## src/rtl/lotr_pkg.sv

```systemverilog
// ============================================================================
// Module : lotr_pkg
// Brief  : Shared fabric opcodes, UART command FSM states and frame constants.
// Rev    : 1.0 - initial release
// ============================================================================
`default_nettype none

package lotr_pkg;

  typedef enum logic [1:0] {
    RD     = 2'd0,
    WR     = 2'd1,
    RD_RSP = 2'd2,
    WR_RSP = 2'd3
  } t_opcode;

  typedef enum logic [2:0] {
    IDLE     = 3'd0,
    ADDR     = 3'd1,
    DATA     = 3'd2,
    REQ      = 3'd3,
    WAIT_RSP = 3'd4,
    TX       = 3'd5
  } t_uart_cmd_state;

  localparam logic [7:0] UART_CMD_WR  = 8'h57;
  localparam logic [7:0] UART_CMD_RD  = 8'h52;
  localparam logic [7:0] UART_RPL_OK  = 8'h4B;
  localparam logic [7:0] UART_RPL_ERR = 8'h3F;
  localparam logic [7:0] UART_RPL_TMO = 8'h54;

endpackage

`default_nettype wire

```

## src/rtl/uart_reply_shifter.sv

```systemverilog
// ============================================================================
// Module : uart_reply_shifter
// Brief  : Up-to-4-byte reply buffer, parallel load, MSB-first valid/ready drain.
// Rev    : 1.0 - initial release
// ============================================================================
`default_nettype none

module uart_reply_shifter (
  input  logic        clk,
  input  logic        rst,
  input  logic        load,
  input  logic [2:0]  load_len,
  input  logic [31:0] load_bytes,
  output logic        tx_valid,
  output logic [7:0]  tx_data,
  input  logic        tx_ready,
  output logic        last_accept,
  output logic        cmd_done
);

  logic [31:0] r_buf;
  logic [2:0]  r_cnt;
  logic        r_valid;
  logic        r_done;
  logic        w_accept;

  assign w_accept    = r_valid && tx_ready;
  assign last_accept = w_accept && (r_cnt == 3'd1);

  always_ff @(posedge clk or posedge rst) begin
    if (rst) begin
      r_buf   <= '0;
      r_cnt   <= '0;
      r_valid <= 1'b0;
      r_done  <= 1'b0;
    end else begin
      r_done <= last_accept;
      if (load) begin
        r_buf   <= load_bytes;
        r_cnt   <= load_len;
        r_valid <= (load_len != 3'd0);
      end else if (w_accept) begin
        // Shift the next byte up into the output slot; zero-fill behind it.
        r_buf   <= {r_buf[23:0], 8'h00};
        r_cnt   <= r_cnt - 3'd1;
        r_valid <= !last_accept;
      end
    end
  end

  assign tx_valid = r_valid;
  assign tx_data  = r_buf[31:24];
  assign cmd_done = r_done;

endmodule

`default_nettype wire

```

## src/rtl/uart_cmd_sequencer.sv

```systemverilog
// ============================================================================
// Module : uart_cmd_sequencer
// Brief  : Parses UART W/R frames, issues one C2F request, streams reply bytes.
// Rev    : 1.0 - initial release
// ============================================================================
`default_nettype none

module uart_cmd_sequencer
  import lotr_pkg::*;
#(
  parameter int         BYTE_TIMEOUT = 200000,
  parameter int         RSP_TIMEOUT  = 1024,
  parameter logic [1:0] THREAD_ID    = 2'd0
) (
  input  logic        clk,
  input  logic        rst,
  input  logic        rx_valid,
  input  logic [7:0]  rx_data,
  output logic        tx_valid,
  output logic [7:0]  tx_data,
  input  logic        tx_ready,
  output logic        C2F_ReqValidQ500H,
  output t_opcode     C2F_ReqOpcodeQ500H,
  output logic [31:0] C2F_ReqAddressQ500H,
  output logic [31:0] C2F_ReqDataQ500H,
  output logic [1:0]  C2F_ReqThreadIDQ500H,
  input  logic        C2F_RspValidQ502H,
  input  t_opcode     C2F_RspOpcodeQ502H,
  input  logic [31:0] C2F_RspDataQ502H,
  input  logic        C2F_RspStall,
  output logic        cmd_done,
  output logic        busy
);

  localparam int c_BT_W = $clog2(BYTE_TIMEOUT + 1);
  localparam int c_RT_W = $clog2(RSP_TIMEOUT + 1);
  localparam logic [c_BT_W-1:0] c_BT_MAX  = c_BT_W'(BYTE_TIMEOUT);
  localparam logic [c_BT_W-1:0] c_BT_FIRE = c_BT_W'(BYTE_TIMEOUT - 1);
  localparam logic [c_RT_W-1:0] c_RT_MAX  = c_RT_W'(RSP_TIMEOUT);
  localparam logic [c_RT_W-1:0] c_RT_FIRE = c_RT_W'(RSP_TIMEOUT - 1);

  t_uart_cmd_state   r_state;
  t_opcode           r_op;
  logic [31:0]       r_addr;
  logic [31:0]       r_data;
  logic [1:0]        r_byte_cnt;
  logic [c_BT_W-1:0] r_byte_tmr;
  logic [c_RT_W-1:0] r_rsp_tmr;

  logic        w_rsp_match;
  logic        w_byte_tmo;
  logic        w_rsp_tmo;
  logic        w_req_fire;
  logic        w_tx_last;
  logic        w_load;
  logic [2:0]  w_load_len;
  logic [31:0] w_load_bytes;

  assign w_rsp_match = C2F_RspValidQ502H &&
                       (((r_op == RD) && (C2F_RspOpcodeQ502H == RD_RSP)) ||
                        ((r_op == WR) && (C2F_RspOpcodeQ502H == WR_RSP)));
  // Timeouts fire on the last allowed cycle and take priority over a same-cycle rx byte.
  assign w_byte_tmo  = ((r_state == ADDR) || (r_state == DATA)) && (r_byte_tmr == c_BT_FIRE);
  assign w_rsp_tmo   = (r_state == WAIT_RSP) && !w_rsp_match && (r_rsp_tmr == c_RT_FIRE);
  assign w_req_fire  = (r_state == REQ) && !C2F_RspStall;

  always_comb begin
    w_load       = 1'b0;
    w_load_len   = 3'd1;
    w_load_bytes = {UART_RPL_ERR, 24'h0};
    case (r_state)
      IDLE: begin
        if (rx_valid && (rx_data != UART_CMD_WR) && (rx_data != UART_CMD_RD)) begin
          w_load = 1'b1;
        end
      end
      ADDR, DATA: begin
        if (w_byte_tmo) begin
          w_load       = 1'b1;
          w_load_bytes = {UART_RPL_TMO, 24'h0};
        end
      end
      WAIT_RSP: begin
        if (w_rsp_match) begin
          w_load = 1'b1;
          if (r_op == RD) begin
            w_load_len   = 3'd4;
            w_load_bytes = C2F_RspDataQ502H;
          end else begin
            w_load_bytes = {UART_RPL_OK, 24'h0};
          end
        end else if (w_rsp_tmo) begin
          w_load       = 1'b1;
          w_load_bytes = {UART_RPL_TMO, 24'h0};
        end
      end
      default: ;
    endcase
  end

  always_ff @(posedge clk or posedge rst) begin
    if (rst) begin
      r_state    <= IDLE;
      r_op       <= RD;
      r_addr     <= '0;
      r_data     <= '0;
      r_byte_cnt <= '0;
      r_byte_tmr <= '0;
      r_rsp_tmr  <= '0;
    end else begin
      case (r_state)
        IDLE: begin
          r_byte_cnt <= '0;
          r_byte_tmr <= '0;
          if (rx_valid) begin
            if (rx_data == UART_CMD_WR || rx_data == UART_CMD_RD) begin
              r_op    <= (rx_data == UART_CMD_WR) ? WR : RD;
              r_addr  <= '0;
              r_data  <= '0;
              r_state <= ADDR;
            end else begin
              r_state <= TX;
            end
          end
        end
        ADDR, DATA: begin
          if (w_byte_tmo) begin
            r_state <= TX;
          end else if (rx_valid) begin
            r_byte_tmr <= '0;
            r_byte_cnt <= r_byte_cnt + 2'd1;
            if (r_state == ADDR) r_addr <= {r_addr[23:0], rx_data};
            else                 r_data <= {r_data[23:0], rx_data};
            if (r_byte_cnt == 2'd3) begin
              r_state <= ((r_state == ADDR) && (r_op == WR)) ? DATA : REQ;
            end
          end else if (r_byte_tmr != c_BT_MAX) begin
            r_byte_tmr <= r_byte_tmr + c_BT_W'(1);
          end
        end
        REQ: begin
          r_rsp_tmr <= '0;
          if (w_req_fire) r_state <= WAIT_RSP;
        end
        WAIT_RSP: begin
          if (w_rsp_match || w_rsp_tmo) begin
            r_state <= TX;
          end else if (r_rsp_tmr != c_RT_MAX) begin
            r_rsp_tmr <= r_rsp_tmr + c_RT_W'(1);
          end
        end
        TX: begin
          if (w_tx_last) r_state <= IDLE;
        end
        default: r_state <= IDLE;
      endcase
    end
  end

  uart_reply_shifter u_reply (
    .clk        (clk),
    .rst        (rst),
    .load       (w_load),
    .load_len   (w_load_len),
    .load_bytes (w_load_bytes),
    .tx_valid   (tx_valid),
    .tx_data    (tx_data),
    .tx_ready   (tx_ready),
    .last_accept(w_tx_last),
    .cmd_done   (cmd_done)
  );

  // Valid is gated by stall directly so the request leaves on the first unstalled cycle.
  assign C2F_ReqValidQ500H    = w_req_fire;
  assign C2F_ReqOpcodeQ500H   = r_op;
  assign C2F_ReqAddressQ500H  = r_addr;
  assign C2F_ReqDataQ500H     = (r_op == WR) ? r_data : 32'h0;
  assign C2F_ReqThreadIDQ500H = THREAD_ID;
  assign busy                 = (r_state != IDLE);

endmodule

`default_nettype wire

```

## config.mk

```make
export PLATFORM = sky130hd
export DESIGN_NAME = uart_cmd_sequencer
export DESIGN_NICKNAME = d
export VERILOG_FILES = /design/src/rtl/lotr_pkg.sv /design/src/rtl/uart_reply_shifter.sv /design/src/rtl/uart_cmd_sequencer.sv
export SDC_FILE = /design/constraint.sdc
export NUM_CORES = 1
export LEC_CHECK = 0
export ABC_AREA = 1
export CAP_MARGIN = 5
export CELL_PAD_IN_SITES_DETAIL_PLACEMENT = 0
export CELL_PAD_IN_SITES_GLOBAL_PLACEMENT = 1
export CORE_UTILIZATION = 42
export CTS_BUF_LIST = sky130_fd_sc_hd__clkbuf_2 sky130_fd_sc_hd__clkbuf_4 sky130_fd_sc_hd__clkbuf_8
export CTS_CLUSTER_SIZE = 8
export DETAILED_ROUTE_END_ITERATION = 10
export PLACE_DENSITY = 0.87
export SLEW_MARGIN = 20
export SYNTH_ARGS = -nofsm -noshare
export SYNTH_HDL_FRONTEND = slang
export SYNTH_SLANG_ARGS = --single-unit
```

## constraint.sdc

```tcl
create_clock -name clk -period 7.7 [get_ports clk]
set_input_delay 1.155 -clock clk [delete_from_list [all_inputs] [get_ports clk]]
set_output_delay 1.155 -clock clk [all_outputs]
set_load 0.01 [all_outputs]
```

==> out/metrics.yaml, run 1 <==
power:
  power_switching_mw: 1.05
  p_leak_nw: 4.39
  p_sw_frac: 0.403
  seqPwrFrac: 0.403
  combinationalPowerShare: 0.371
  vdd_drop_max_mv: 0.136
  internal_power_mw: 1.56
  power_density_mw_per_mm2: 293
  clock_power_share: 0.226
placement:
  dp_hpwl_um: 12400
  io_buffers: 124
  gp_congestion: 0.874
cts:
  clk_pin_slew_ps: 70
  cts_root_buffer: "clkbuf_8"
  clock_path_buffers: 2
  htreeDepth: 4
  ctsHoldBuffers: 0
  post_cts_buffers: 0
  cts_made_buffers: 17
  cts_tree: "done"
  postCtsResizedCells: 0
  clock_latency_ps: 450
  clock_sinks: 136
yosys:
  yosysSeqAreaShare: 0.473
  async_flop_share: 1.00
  synthMuxAreaShare: 0
  synth_area_leaders: "dfrtp_1, nand2_1, nand3_1"
  synth_enable_flop_cells: 0
  postSynthCellCount: 985
  synth_xor_area_frac: 0.0146
  synthAdderAreaFrac: 0.0122
  synth_top_area_share: 0.473
  synthSimpleGateAreaFrac: 0.317
  synth_compound_area_frac: 0.0784
  syn-cell-area_mm2: 0.00719
  synth_top_cell_by_area: "dfrtp_1"
  ys.flop_type: "dfrtp_1"
  ys_top_cells_by_count: "nand2_1, dfrtp_1, inv_1"
  syn_avg_cell_area_um2: 7.30
  yosysUniqueCellTypes: 32
  synth_top_family_by_area: "simple AND/OR/NAND/NOR gates"
  ys_warn_count: 0
  synth_most_common_cell: "nand2_1"
  yosys_register_bits: 136
worst_setup_path:
  worst-path-max-fanout: 33
  crit_type: "input pin to flip-flop"
  arrival_ps: 3870
  startpoint_type: "input pin"
  crit_path_max_incr_delay_ps: 880
  critPathSlowestCell: "clkdlybuf4s50_1"
  cpMostUsedCell: "nand2_1"
  worstPathCellList: "clkdlybuf4s50_1 -> nand2_1 -> nor2_4 -> nand3_1 -> nand2_1"
  cp-end-kind: "flip-flop"
  required_ps: 8080
floorplan:
  coreArea_mm2: 0.0166
  start_util: 0.432
  die_h_um: 133
  die-width_um: 133
  rows: 47
  io_pins: 128
  die_area_mm2: 0.0177
timing:
  tightestPinTransition_ps: 959
  finClkSkew_ps: 7.29
  drv_slew: 0
  setup_tns_ps: 0
  fin_crit_sh: 0.453
  fmax_ghz: 0.287
  slew_headroom: 0.359
  rsz0062_at_grt: "false"
  finalSetupViolations: 0
  period_minus_slack_ps: 3490
  hold_slack_ps: 475
  hold_viol_final: 0
drt:
  drtIter0Drc: 446
  vias_per_cell: 4.92
  num_vias: 6475
  dr.pass1.iters: 4
  routed_wl_um: 18300
  drc: 0
  ant_nets: 0
  wl_per_cell_um: 13.9
global_route:
  grt_pass1_vias: 6168
  antenna_found_initial: 0
  grt-ovfl-total: 0
  grt_first_pass_wirelength_um: 30600
  grt_usage: 0.218
  grt_max_degree: 71
outcome:
  status: "completed"
finish:
  finalNetCount: 1140
  syn2layout_area_growth_pct: 23.6
  drive_gt1_frac: 0.0502
  diodes: 0
job:
  cap_violations: 0
worst_hold_path:
  min_path_type: "flip-flop to flip-flop"
[registers in the layout (all words and copies together), names as in the netlist]
signal               flops
r_rsp_tmr               11
r_data                  32
r_byte_cnt               2
r_state                  3
u_reply.cmd_done         1
u_reply.r_buf           32
C2F_ReqOpcodeQ500H       1
r_byte_tmr              18
u_reply.r_cnt            3
C2F_ReqAddressQ500H     32
u_reply.tx_valid         1
[path summary, 6_finish.rpt]
check	start	to	slack, ps	cells after the start
max	rx_valid	C2F_ReqAddressQ500H[16]	4210	5
min	u_reply.r_buf[5]	u_reply.r_buf[5]	480	2
max reg2reg	r_state[1]	r_data[8]	4370	10
min reg2reg	u_reply.r_buf[5]	u_reply.r_buf[5]	480	2
max in group asynchronous	rst	C2F_ReqAddressQ500H[26]	5210	3
min in group asynchronous	rst	r_data[30]	1150	2
[critical path, delay by kind of cell]
| kind | cells | cell delay, ps |
|---|---|---|
| buffers and inverters | 1 | 880 |
| AND/OR/NAND/NOR | 4 | 1820 |
[cell type report]
class | count | area (um^2)
clock buffer | 22 | 290
clock inverter | 8 | 97.6
fill | 1626 | 7750
inverter | 130 | 493
multi-input combinational | 672 | 3060
sequential | 136 | 3400
tap | 220 | 275
timing repair buffer | 128 | 1270
[power by group through the flow]
stage / combinational, mW / sequential, mW / clock [mW]
final: 0.969 / 1.05 / 0.590
after detailed placement: 0.976 / 1.06 / 0
after CTS: 0.977 / 1.05 / 0.604
after global placement: 0.965 / 1.06 / 0
after global routing: 1.10 / 1.08 / 0.631
after floorplan: 0.644 / 1.05 / 0
[per-stage QoR]
| stage | util | std cells | cell area [um^2] | worst slack, ps | power [mW] |
|---|---|---|---|---|---|
| 2_1_floorplan | - | 987 | 7200 | 2910 | 1.69 |
| 4_1_cts | 0.534 | 1316 | 8890 | 4250 | 2.63 |
| 3_3_place_gp | 0.511 | 1286 | 8500 | 3440 | 2.02 |
| 6_report | 0.534 | 1316 | 8890 | 4210 | 2.61 |
| 3_5_place_dp | 0.511 | 1286 | 8500 | 3830 | 2.03 |
| 5_1_grt | 0.534 | 1316 | 8890 | 4060 | 2.80 |
[layer usage]
layer / global-route usage / wire length, um
met1: 0.301 / 8870
met5: 0 / 0
met3: 0.0529 / 951
met4: 0.0747 / 261
met2: 0.334 / 8240
[cell usage in the layout (no fill, tap or decap), types with 4 or more instances in the layout]
cell	count
nor2_1	89
nor3_1	9
clkbuf_8	20
nand4_1	22
xor2_1	11
buf_4	4
nand2_1	306
nand3_1	100
dfrtp_1	136
a21oi_1	9
inv_2	5
o21ai_0	89
clkdlybuf4s50_1	124
inv_1	122
o21ai_1	4
ha_1	7
[kinds of logic after synthesis]
family / after synthesis
other: 1
flip-flops: 136
AND/OR/NAND/NOR: 541
buffers and inverters: 179
XOR/XNOR: 12
AO/OA/AOI/OAI: 109
adder cells (fa/ha/maj): 7
No activity file was read; power rests on OpenSTA's default activity.
==> run 2: changes to the inputs <==
- CORE_UTILIZATION: 42 -> 39
- PLACE_DENSITY: 0.87 -> 0.82
- clock period: 7.7 -> 3.6 ns (I/O delays scaled with it)
==> run 2 against run 1 <==
  * Largest power group unchanged
  * Final area grew 1.9%
  * Final cell count grew 1.9%
  * Total power grew 120%
  * Sequential share of layout area shrank 0.70 points
  * Hold slack improved by 7.6 ps
  * Routed wire length is 3.7% higher
  * Sequential power increased by 110%
  * Clock skew is 5.2 ps higher
  * Non-clock buffer count rose by 14
  * Clock-buffer cell count is 3 lower
==> out/metrics.yaml, run 2 (synthesis results as in run 1) <==
finish:
  diodes: 0
  final_common_cell: "nand2_1"
  fill_cells: 1797
  finalNetCount: 1154
  final_cell_mix: "nand2_1, dfrtp_1, clkdlybuf4s50_1"
  syn2layout_area_growth_pct: 25.9
  drive_gt1_frac: 0.0638
timing:
  setup_tns_ps: 0
  rsz0062_at_grt: "false"
  setup_slack_ps: 937
  fin_crit_sh: 0.740
  drv_slew: 0
  tightestPinTransition_ps: 930
  hold_viol_final: 0
  fmax_ghz: 0.376
  slew_headroom: 0.379
  finalSetupViolations: 0
  finClkSkew_ps: 12.5
  period_minus_slack_ps: 2660
global_route:
  grt_usage: 0.212
  grt_pass1_vias: 6183
  antenna_found_initial: 0
  grt-ovfl-total: 0
  grt_max_degree: 65
  grt_first_pass_wirelength_um: 30900
worst_setup_path:
  crit-reg2reg-launch: "r_byte_tmr[0]"
  startpoint_type: "flip-flop"
  worst-path-max-fanout: 64
  cp-end-kind: "flip-flop"
  required_ps: 3930
  worst-path-stages: 9
  r2r_end: "r_data[10]"
  crit_path_max_incr_delay_ps: 520
  worst_r2r_path_depth: 9
  arrival_ps: 2990
  worstPathCellList: "ha_1 -> nand3_1 -> nor2_1 -> nand3_2 -> nand2_2 -> nor3_4 -> buf_12 -> nand2_1 -> o21ai_0"
  rrSetupSlack_ps: 940
  crit_type: "flip-flop to flip-flop"
  critPathTopFamily: "simple AND/OR/NAND/NOR gates"
  worst-path-buf-inv: 1
  critPathSlowestCell: "nand2_2"
cts:
  cts_tree: "done"
  post_cts_buffers: 0
  clk_pin_slew_ps: 90
  clock_sinks: 136
  postCtsResizedCells: 0
  clock_path_buffers: 2
  ctsHoldBuffers: 0
  clock_latency_ps: 450
  cts_made_buffers: 17
  htreeDepth: 4
  cts_root_buffer: "clkbuf_8"
drt:
  wl_per_cell_um: 14.2
  num_vias: 6564
  drtIter0Drc: 460
  dr.pass1.iters: 5
  ant_nets: 0
  drc: 0
  vias_per_cell: 4.89
  routed_wl_um: 19000
floorplan:
  die_h_um: 138
  io_pins: 128
  start_util: 0.399
  coreArea_mm2: 0.0180
  rows: 49
  die-width_um: 138
  die_area_mm2: 0.0190
outcome:
  status: "completed"
worst_hold_path:
  min_path_type: "flip-flop to flip-flop"
  hold_path_end: "u_reply.r_buf[6]"
  min_from: "u_reply.r_buf[6]"
  hold_depth: 2
power:
  power_density_mw_per_mm2: 635
  vdd_drop_max_mv: 0.344
  p_leak_nw: 4.48
placement:
  io_buffers: 124
  dp_hpwl_um: 13400
  place_ws_ps: 832
  gp_congestion: 0.867
job:
  cap_violations: 0
## run 2: report_power, final
| part | total, mW | switching, mW | internal, mW |
|---|---|---|---|
| registers | 2.25 | 0.298 | 1.95 |
| clock network | 1.36 | 0.641 | 0.718 |
| logic | 2.15 | 1.38 | 0.763 |
## run 2: layer usage
layer / vias up / global-route usage / routed length, um
met2: 129 / 0.319 / 8430
met1: 3094 / 0.306 / 9460
met5: - / 0 / 0
met4: 0 / 0.0574 / 208
li1: 3324 / - / -
met3: 17 / 0.0467 / 895
## run 2: worst register-to-register path, stage by stage, from the launching register on
cell and delay [ps]:
dfrtp_1 470, ha_1 280, nand3_1 210, nor2_1 340
nand3_2 250, nand2_2 520, nor3_4 80, buf_12 210
nand2_1 100, o21ai_0 90
## run 2: layout make-up
cell class	instances	area, um^2	area share
Clock buffer	19	255	0.0282
Clock inverter	13	168	0.0185
Inverter	130	492	0.0543
Multi-Input combinational cell	672	3050	0.337
Sequential cell	136	3400	0.376
Tap cell	229	287	0.0316
Timing Repair Buffer	142	1400	0.155
## run 2: worst max-delay path by stage
stage | slack, ps | startpoint | end
floorplan | 1370 | rst | C2F_ReqAddressQ500H[0]
global placement | 820 | rx_data[6] | u_reply.r_buf[10]
detailed placement | 830 | rx_data[4] | r_data[3]
CTS | 910 | r_byte_tmr[0] | r_data[1]
global route | 720 | r_byte_tmr[0] | r_data[0]
finish | 940 | r_byte_tmr[0] | r_data[10]
## run 2: stage by stage
step           power (mW)  hold WS, ps  cells  utilization  cell area [um^2]
2_1_floorplan        3.62          443    987            -              7210
3_3_place_gp         4.42          455   1309        0.479              8640
3_5_place_dp         4.43          460   1309        0.479              8640
4_1_cts              5.81          482   1341        0.503              9060
5_1_grt              6.20          508   1341        0.503              9060
6_report             5.75          483   1341        0.503              9060
==> run 3: changes to the inputs <==
- clock period: 3.6 -> 2.67 ns (I/O delays scaled with it)
==> run 3 against run 2 <==
  * Critical path depth down 5
  * Final area up 0.88%
  * Register-to-register slack lost 610 ps
  * First-iteration DRC count grew 4.8%
  * Global-route usage is 0.45 points higher
  * Clock-buffer cell count up 1
  * Routed wire length up 1.6%
  * Sequential power up 35%
  * Sequential share of layout area shrank 0.33 points
  * Hold slack worse by 160 ps
  * Die area did not move
  * Critical path type is now flip-flop to output port
  * Highest routed layer unchanged
==> out/metrics.yaml, run 3 (synthesis results as in run 1) <==
cts:
  htreeDepth: 4
  postCtsResizedCells: 0
  cts_made_buffers: 17
  clock_path_buffers: 2
  clk_pin_slew_ps: 80
  clock_latency_ps: 460
  post_cts_buffers: 0
  cts_tree: "done"
  clock_sinks: 136
  ctsHoldBuffers: 0
  cts_root_buffer: "clkbuf_8"
timing:
  setup_tns_ps: 0
  setup_slack_ps: 179
  tightestPinTransition_ps: 504
  finalSetupViolations: 0
  hold_viol_final: 0
  fin_crit_sh: 0.933
  fmax_ghz: 0.401
  drv_slew: 0
  finClkSkew_ps: 11.7
  period_minus_slack_ps: 2490
  slew_headroom: 0.663
  rsz0062_at_grt: "false"
power:
  finalPower_mw: 7.74
  vdd_drop_max_mv: 0.429
  clock_power_share: 0.223
  power_density_mw_per_mm2: 847
  internal_power_mw: 4.62
  p_leak_nw: 4.51
  p_sw_frac: 0.404
  combinationalPowerShare: 0.386
  power_switching_mw: 3.13
  seqPwrFrac: 0.391
worst_setup_path:
  crit_path_max_incr_delay_ps: 530
  arrival_ps: 2090
  worstPathCellList: "buf_4 -> nand2_1 -> inv_1 -> clkdlybuf4s50_1"
  worst-path-buf-inv: 3
  crit_type: "flip-flop to output port"
  critPathTopFamily: "buffers and inverters"
  worst-path-max-fanout: 34
  cp-end-kind: "output port"
  critPathSlowestCell: "clkdlybuf4s50_1"
  startpoint_type: "flip-flop"
  required_ps: 2270
floorplan:
  rows: 49
  die-width_um: 138
  start_util: 0.399
  die_h_um: 138
  die_area_mm2: 0.0190
  io_pins: 128
  coreArea_mm2: 0.0180
outcome:
  status: "completed"
finish:
  final_cell_mix: "nand2_1, dfrtp_1, clkdlybuf4s50_1"
  final_core_utilization: 0.507
  drive_gt1_frac: 0.0689
  diodes: 0
  finalNetCount: 1160
  final_common_cell: "nand2_1"
  syn2layout_area_growth_pct: 27.0
  fill_cells: 1826
global_route:
  grt_max_degree: 65
  antenna_found_initial: 0
  grt_usage: 0.217
  grt_first_pass_wirelength_um: 31700
  grt_pass1_vias: 6316
  grt-ovfl-total: 0
placement:
  dp_hpwl_um: 13500
  gp_congestion: 0.883
  io_buffers: 124
  place_ws_ps: 321
worst_hold_path:
  min_path_type: "input pin to async pin"
drt:
  num_vias: 6590
  routed_wl_um: 19300
  drtIter0Drc: 482
  dr.pass1.iters: 5
  wl_per_cell_um: 14.3
  vias_per_cell: 4.90
  ant_nets: 0
  drc: 0
job:
  cap_violations: 0
==> run 3: cell types whose count changed in the layout (fill, tap and decap cells not counted), sizes merged <==
cell      change
buf           +6
clkinvlp      +1
bufinv        -1
clkbuf        +1
inv           -2
==> run 3: area by class of cell <==
| class | instances | area, um^2 | share of cell area |
|---|---|---|---|
| repair buffers | 148 | 1510 | 0.165 |
| multi-input cells | 672 | 3060 | 0.334 |
| inverters | 130 | 492 | 0.0538 |
| flip-flops and latches | 136 | 3400 | 0.372 |
| well taps | 229 | 287 | 0.0313 |
| clock buffers | 20 | 269 | 0.0294 |
| clock inverters | 11 | 124 | 0.0136 |
==> run 3: final timing paths <==
kind                       cells past startpoint  slack [ps]             startpoint                      end
max                                            4         180  C2F_ReqOpcodeQ500H[0]      C2F_ReqDataQ500H[5]
min                                            2         320                    rst  C2F_ReqAddressQ500H[23]
max reg2reg                                    9         330          r_byte_tmr[1]           r_byte_tmr[11]
min reg2reg                                    2         490       u_reply.r_buf[6]         u_reply.r_buf[6]
max in group asynchronous                      4        1610                    rst         u_reply.r_buf[1]
min in group clk                               3         470    C2F_RspDataQ502H[3]         u_reply.r_buf[3]
==> run 3: layer usage <==
layer	up-vias	GRT usage	wire length (um)
li1	3336	-	-
met1	3047	0.310	9440
met2	196	0.326	8510
met3	11	0.0545	1200
met4	0	0.0537	155
met5	-	0	0
==> run 3: power groups by stage <==
stage               clock network (mW)  logic, mW  registers [mW]
floorplan                            0       1.86            3.02
global placement                     0       2.98            3.06
detailed placement                   0       3.02            3.05
CTS                               1.76       3.02            3.03
global route                      1.86       3.38            3.11
finish                            1.73       2.99            3.03
==> run 3: through the flow <==
step	cells	cell area, um^2	hold WS (ps)
3_5_place_dp	1315	8740	464
6_report	1346	9140	323
5_1_grt	1346	9140	346
3_3_place_gp	1315	8740	456
4_1_cts	1346	9140	333
2_1_floorplan	987	7210	443
==> run 3: worst register-to-register path: stages, from the launching register on <==
cell	delay, ps
dfrtp_1	400
ha_1	280
nand3_1	210
nor2_1	370
nand3_2	270
nand2_1	140
inv_1	90
nand2_2	110
buf_4	210
o21ai_0	140
